[src/rtl/muldiv_pkg.sv]
// Shared op/state encodings and latency defaults for the multiply/divide unit.
// Latency: n/a (types and constants only).
// Backpressure: n/a.
package muldiv_pkg;

    typedef enum logic [1:0] {
        SIGNED_MUL   = 2'b00,
        UNSIGNED_MUL = 2'b01,
        SIGNED_DIV   = 2'b10,
        UNSIGNED_DIV = 2'b11
    } muldiv_op_e;

    typedef enum logic {
        IDLE = 1'b0,
        RUN  = 1'b1
    } muldiv_state_e;

    localparam int MUL_LAT_DEF = 5;
    localparam int DIV_LAT_DEF = 10;
    localparam int DIV_WIDTH   = 32;

    // Restoring steps needed per clock so the quotient is final within lat edges.
    function automatic int div_steps_per_cycle(input int lat);
        return (DIV_WIDTH + lat - 1) / lat;
    endfunction

endpackage

[src/rtl/muldiv_divider.sv]
// 32-bit unsigned restoring divider, STEPS quotient bits retired per clock.
// Latency: first STEPS bits on the start edge, done after ceil(32/STEPS) edges.
// Backpressure: none; a new start restarts the divider unconditionally.
module muldiv_divider
    import muldiv_pkg::*;
#(
    parameter int STEPS = 4
) (
    input  logic        clk,
    input  logic        rst_n,
    input  logic        i_start,
    input  logic [31:0] i_dividend,
    input  logic [31:0] i_divisor,
    output logic [31:0] o_quot,
    output logic [31:0] o_rem,
    output logic        o_done
);

    logic [31:0] r_quot;
    logic [31:0] r_rem;
    logic [31:0] r_div;
    logic [5:0]  r_left;

    logic [32:0] w_rem_t;
    logic [31:0] w_rem;
    logic [31:0] w_quot;
    logic [31:0] w_div;
    logic [5:0]  w_left;
    logic [5:0]  w_left_nxt;

    // r_quot doubles as the dividend shift register: dividend bits leave the
    // top while quotient bits enter at the bottom.
    always_comb begin
        w_rem_t = '0;
        w_div   = i_start ? i_divisor  : r_div;
        w_rem   = i_start ? 32'd0      : r_rem;
        w_quot  = i_start ? i_dividend : r_quot;
        w_left  = i_start ? 6'd32      : r_left;
        for (int s = 0; s < STEPS; s++) begin
            if (s < int'(w_left)) begin
                w_rem_t = {w_rem, w_quot[31]};
                w_quot  = {w_quot[30:0], 1'b0};
                if (w_rem_t >= {1'b0, w_div}) begin
                    w_rem_t   = w_rem_t - {1'b0, w_div};
                    w_quot[0] = 1'b1;
                end
                w_rem = w_rem_t[31:0];
            end
        end
        w_left_nxt = (int'(w_left) > STEPS) ? (w_left - 6'(STEPS)) : 6'd0;
    end

    always_ff @(posedge clk or negedge rst_n) begin
        if (!rst_n) begin
            r_quot <= '0;
            r_rem  <= '0;
            r_div  <= '0;
            r_left <= '0;
        end else if (i_start || (r_left != 6'd0)) begin
            r_quot <= w_quot;
            r_rem  <= w_rem;
            r_div  <= w_div;
            r_left <= w_left_nxt;
        end
    end

    assign o_quot = r_quot;
    assign o_rem  = r_rem;
    assign o_done = (r_left == 6'd0);

endmodule

[src/rtl/muldiv_unit.sv]
// EX-stage multiply/divide unit with architectural HI/LO registers.
// Latency: busy for exactly MUL_LAT / DIV_LAT cycles after start, then HI/LO update.
// Backpressure: start and HI/LO writes are ignored while busy; the hazard unit stalls.
module muldiv_unit
    import muldiv_pkg::*;
#(
    parameter int MUL_LAT = MUL_LAT_DEF,
    parameter int DIV_LAT = DIV_LAT_DEF
) (
    input  logic        clk,
    input  logic        rst_n,
    input  logic        start,
    input  logic [1:0]  op,
    input  logic [31:0] a,
    input  logic [31:0] b,
    input  logic        hilo_we,
    input  logic        hilo_sel,
    input  logic [31:0] wdata,
    output logic        busy,
    output logic [31:0] hi,
    output logic [31:0] lo
);

    localparam int MAX_LAT   = (MUL_LAT > DIV_LAT) ? MUL_LAT : DIV_LAT;
    localparam int CNT_W     = $clog2(MAX_LAT + 1);
    localparam int DIV_STEPS = div_steps_per_cycle(DIV_LAT);

    muldiv_state_e    r_state;
    muldiv_state_e    w_state_nxt;
    logic [CNT_W-1:0] r_cnt;
    muldiv_op_e       r_op;
    logic [31:0]      r_a;
    logic [31:0]      r_b;
    logic [63:0]      r_prod;
    logic [31:0]      r_hi;
    logic [31:0]      r_lo;

    logic        w_accept;
    logic        w_hilo_wr;
    logic        w_commit;
    logic        w_div_start;
    logic        w_signed_div;
    logic [31:0] w_a_mag;
    logic [31:0] w_b_mag;
    logic        w_sx_a;
    logic        w_sx_b;
    logic [63:0] w_prod;
    logic [31:0] w_quot_u;
    logic [31:0] w_rem_u;
    logic        w_div_done;
    logic [31:0] w_quot_s;
    logic [31:0] w_rem_s;
    logic [31:0] w_res_hi;
    logic [31:0] w_res_lo;

    assign w_accept     = (r_state == IDLE) && start;
    assign w_hilo_wr    = (r_state == IDLE) && !start && hilo_we;
    assign w_commit     = (r_state == RUN) && (r_cnt == CNT_W'(1));
    assign w_div_start  = w_accept && op[1];
    assign w_signed_div = (op == 2'(SIGNED_DIV));

    // Sign-extend to 64 bits only for the signed multiply; the low 64 bits of
    // the product are then correct for both signednesses.
    assign w_sx_a = !op[0] && a[31];
    assign w_sx_b = !op[0] && b[31];
    assign w_prod = {{32{w_sx_a}}, a} * {{32{w_sx_b}}, b};

    assign w_a_mag = (w_signed_div && a[31]) ? (~a + 32'd1) : a;
    assign w_b_mag = (w_signed_div && b[31]) ? (~b + 32'd1) : b;

    muldiv_divider #(
        .STEPS      (DIV_STEPS)
    ) u_divider (
        .clk        (clk),
        .rst_n      (rst_n),
        .i_start    (w_div_start),
        .i_dividend (w_a_mag),
        .i_divisor  (w_b_mag),
        .o_quot     (w_quot_u),
        .o_rem      (w_rem_u),
        .o_done     (w_div_done)
    );

    always_ff @(posedge clk or negedge rst_n) begin
        if (!rst_n) begin
            r_state <= IDLE;
        end else begin
            r_state <= w_state_nxt;
        end
    end

    always_comb begin
        w_state_nxt = r_state;
        unique case (r_state)
            IDLE:    if (start)    w_state_nxt = RUN;
            RUN:     if (w_commit) w_state_nxt = IDLE;
            default:               w_state_nxt = IDLE;
        endcase
    end

    always_ff @(posedge clk or negedge rst_n) begin
        if (!rst_n) begin
            r_cnt  <= '0;
            r_op   <= SIGNED_MUL;
            r_a    <= '0;
            r_b    <= '0;
            r_prod <= '0;
        end else if (w_accept) begin
            r_cnt  <= op[1] ? CNT_W'(DIV_LAT) : CNT_W'(MUL_LAT);
            r_op   <= muldiv_op_e'(op);
            r_a    <= a;
            r_b    <= b;
            r_prod <= w_prod;
        end else if (r_state == RUN) begin
            r_cnt  <= r_cnt - CNT_W'(1);
        end
    end

    // Divider works on magnitudes; signs are restored here from the latched operands.
    assign w_quot_s = (r_a[31] ^ r_b[31]) ? (~w_quot_u + 32'd1) : w_quot_u;
    assign w_rem_s  = r_a[31] ? (~w_rem_u + 32'd1) : w_rem_u;

    always_comb begin
        w_res_hi = r_prod[63:32];
        w_res_lo = r_prod[31:0];
        if (r_op == SIGNED_DIV || r_op == UNSIGNED_DIV) begin
            if (r_b == 32'd0) begin
                w_res_hi = r_a;
                w_res_lo = 32'hFFFF_FFFF;
            end else if (r_op == UNSIGNED_DIV) begin
                w_res_hi = w_rem_u;
                w_res_lo = w_quot_u;
            end else if (r_a == 32'h8000_0000 && r_b == 32'hFFFF_FFFF) begin
                w_res_hi = 32'd0;
                w_res_lo = 32'h8000_0000;
            end else begin
                w_res_hi = w_rem_s;
                w_res_lo = w_quot_s;
            end
        end
    end

    always_ff @(posedge clk or negedge rst_n) begin
        if (!rst_n) begin
            r_hi <= '0;
            r_lo <= '0;
        end else if (w_commit) begin
            r_hi <= w_res_hi;
            r_lo <= w_res_lo;
        end else if (w_hilo_wr) begin
            if (hilo_sel) r_hi <= wdata;
            else          r_lo <= wdata;
        end
    end

    assert property (@(posedge clk) disable iff (!rst_n)
        (w_commit && r_op[1]) |-> w_div_done);

    assign busy = (r_state == RUN);
    assign hi   = r_hi;
    assign lo   = r_lo;

endmodule

[config.mk]
export PLATFORM = sky130hd
export DESIGN_NAME = muldiv_unit
export DESIGN_NICKNAME = d
export VERILOG_FILES = /design/src/rtl/muldiv_pkg.sv /design/src/rtl/muldiv_divider.sv /design/src/rtl/muldiv_unit.sv
export SDC_FILE = /design/constraint.sdc
export NUM_CORES = 2
export LEC_CHECK = 0
export CAP_MARGIN = 10
export CORE_AREA = 5 5 380 382
export DETAILED_ROUTE_END_ITERATION = 8
export DIE_AREA = 0 0 385 387
export DONT_BUFFER_PORTS = 1
export PLACE_DENSITY_LB_ADDON = 0.1
export SLEW_MARGIN = 25
export SYNTH_ARGS = -nofsm -noshare
export SYNTH_HDL_FRONTEND = slang
export SYNTH_SLANG_ARGS = --single-unit
[constraint.sdc]
create_clock -name clk -period 45.2 [get_ports clk]
set_clock_uncertainty 0.05 [all_clocks]
set_input_delay 6.78 -clock clk [delete_from_list [all_inputs] [get_ports clk]]
set_output_delay 6.78 -clock clk [all_outputs]
set_load 0.03 [all_outputs]
==> impl_metrics.json <==
{
  "track_usage_pct": 30.8,
  "yosysSeqAreaShare_pct": 12.0,
  "cpPeakStageDelay_ns": 0.57,
  "drv_cap": 0,
  "die_w_um": 385,
  "synth-edff-count": 0,
  "cp-startpoint": "a[1]",
  "rsz0062_at_grt": "false",
  "finalWeightedCongestion": 0.931,
  "io_buffers": 0,
  "final_cell_mix": "nand2_1, fa_1, inv_1",
  "hold_viol": 0,
  "htreeDepth": 2,
  "r2r_start": "busy$_DFF_PN0_",
  "post-route-period-util_pct": 54.2,
  "syn_avg_cell_area_um2": 8.47,
  "path_delay_family": "compound AO/OA/AOI/OAI gates",
  "slew_headroom_pct": 29.7,
  "hold_slack_ns": 0.430,
  "syn2layout_area_growth_pct": 3.88,
  "rrSetupSlack_ns": 27.36,
  "syn_inst": 7417,
  "drt_pass1_iterations": 6,
  "final_area_um2": 65300,
  "cts_tree": "built",
  "worstPathRequired_ns": 45.62,
  "drc_errors": 0,
  "grt_overflow_total": 0,
  "holdPathStages": 2,
  "insertion_delay_ns": 0.60,
  "grt_pass1_wl_um": 347000,
  "layout_commonest_cell": "nand2_1",
  "synth_cell_type_count": 89,
  "via_per_inst": 5.79,
  "fin_crit_ns": 24.49,
  "crit_path_start_kind": "input port",
  "fin_tns_setup_ns": 0,
  "clk_pin_slew_ns": 0.07,
  "ys_ff_latch": 301,
  "cts.repair.resized": 0,
  "fmax_mhz": 40.8,
  "cts_buffer_depth": 3,
  "ios": 168,
  "die_y_um": 387,
  "ys.warnings.count": 0,
  "min_to": "r_prod[14]$_DFFE_PN0N_",
  "coreArea_um2": 141000,
  "synth-async-reset-ratio_pct": 100,
  "cts-root-buf": "clkbuf_16",
  "setup_viol": 0,
  "r2r_end": "u_divider.o_rem[24]$_DFFE_PN0P_",
  "dpl-instance-area_um2": 63900,
  "outcome": "complete, no violations",
  "crit_buf_inv": 4,
  "synthesis.nets": 8993,
  "crit_type": "input port to register",
  "report.final.slew_viol_count": 0,
  "tightestPinTransition_ns": 1.05,
  "synth_ff_type": "dfrtp_1",
  "postCtsSetupBuffers": 0,
  "antenna_found_initial": 17,
  "drive_gt1_share_pct": 3.48,
  "grt_max_degree": 302,
  "min_path_type": "register to register",
  "fillers": 14043,
  "fin_nets": 8622,
  "start_util_pct": 44.7,
  "r2r_cells": 65,
  "crit_top_cell": "o21ai_0",
  "numCtsBuffers": 38,
  "core.rowCount": 138,
  "clkSinkCount": 301,
  "min_from": "r_prod[14]$_DFFE_PN0N_",
  "holdBufCountCts": 0,
  "die_area_um2": 149000,
  "crit_cells": 69,
  "crit_arrival_ns": 24.91,
  "grt_pass1_vias": 54044,
  "critPathMaxFanout": 51,
  "hpwl_um": 172000,
  "syn_area_um2": 62800,
  "route.vias.total": 51960,
  "critPathSlowestCell": "and3_1",
  "end_kind": "register",
  "antenna_left": 0,
  "wire_per_inst_um": 25.5,
  "drtIter0Drc": 4461,
  "routed_wl_um": 228000
}
worst reg2reg max path, delay by kind of cell (launching register included):
family | cells | cell delay [ns]
buf+inv | 6 | 1.98
mux | 3 | 0.57
simple gates | 10 | 2.26
flops | 1 | 0.34
compound gates | 42 | 11.14
fa+ha+maj | 4 | 1.40
cells in the mapped netlist, types with 14 or more instances:
master / count / area, µm²
nor3_1: 48 / 240
o41ai_1: 14 / 123
a22oi_1: 45 / 338
a21oi_1: 352 / 1760
a21o_1: 80 / 601
or3_1: 27 / 169
and3_1: 26 / 163
a31oi_1: 96 / 601
o21bai_1: 23 / 173
xor2_1: 139 / 1220
nor2_1: 416 / 1560
buf_1: 77 / 289
mux2_2: 74 / 833
a211oi_1: 26 / 195
inv_1: 1096 / 4110
mux2i_1: 27 / 270
o21ai_0: 347 / 1740
ha_1: 344 / 4300
o21a_1: 25 / 188
nand2b_1: 78 / 488
and2_1: 312 / 1950
fa_1: 1129 / 22600
nor2b_1: 26 / 163
nor4_1: 40 / 250
dfrtp_1: 301 / 7530
nand2_1: 1260 / 4730
o21ai_1: 27 / 135
nand4_1: 42 / 263
o311ai_0: 14 / 123
o221ai_1: 37 / 324
o31ai_1: 36 / 270
clkbuf_1: 371 / 1390
xnor2_1: 156 / 1370
nand3_1: 68 / 340
o211ai_1: 60 / 450
kinds of logic after synthesis:
family / Yosys count / synth area share, %
AND/OR/NAND/NOR: 2408 / 17.3
AO/OA/AOI/OAI: 1279 / 12.7
multiplexers: 103 / 1.79
XOR/XNOR: 295 / 4.11
flip-flops: 301 / 12.0
adder cells (fa/ha/maj): 1473 / 42.8
buffers and inverters: 1558 / 9.35
registers in the layout (all words and copies together) (netlist names):
name,count
r_b,32
u_divider.r_left,6
busy,1
r_prod,64
u_divider.r_div,32
r_a,32
u_divider.o_quot,32
lo,32
hi,32
r_cnt,4
r_op,2
u_divider.o_rem,32
per-stage QoR:
step | std cells | setup slack [ns] | utilization, %
floorplan | 7417 | 22.32 | -
finish | 8967 | 20.71 | 46.4
CTS | 8957 | 20.91 | 46.3
global route | 8962 | 19.41 | 46.4
detailed placement | 8891 | 20.37 | 45.4
global placement | 8891 | 20.64 | 45.4
area by class of cell:
type,instances,area (µm²),share of cell area [%]
sequential,301,7540,11.5
tap,1890,2360,3.62
timing repair buffer,50,448,0.686
inverter,1097,4120,6.31
clock inverter,14,184,0.282
multi-input combinational,5558,49500,75.9
clock buffer,52,1090,1.68
antenna,5,12.5,0.0192
worst max-delay path by stage:
stage / endpoint
floorplan: u_divider.o_rem[28]$_DFFE_PN0P_
global placement: u_divider.o_rem[24]$_DFFE_PN0P_
detailed placement: u_divider.o_rem[24]$_DFFE_PN0P_
CTS: u_divider.o_rem[24]$_DFFE_PN0P_
global route: u_divider.o_rem[24]$_DFFE_PN0P_
finish: u_divider.o_rem[24]$_DFFE_PN0P_
metal layers:
metal	vias up	share of wire [%]	track usage, %
li1	22806	-	-
met1	26836	41	41.5
met2	1923	47	50.2
met3	387	7.4	4.80
met4	8	4.4	11.7
met5	-	0.022	0
Power is not shown: default switching activity piles up to over one toggle a cycle in this logic, so the estimate is an artifact.
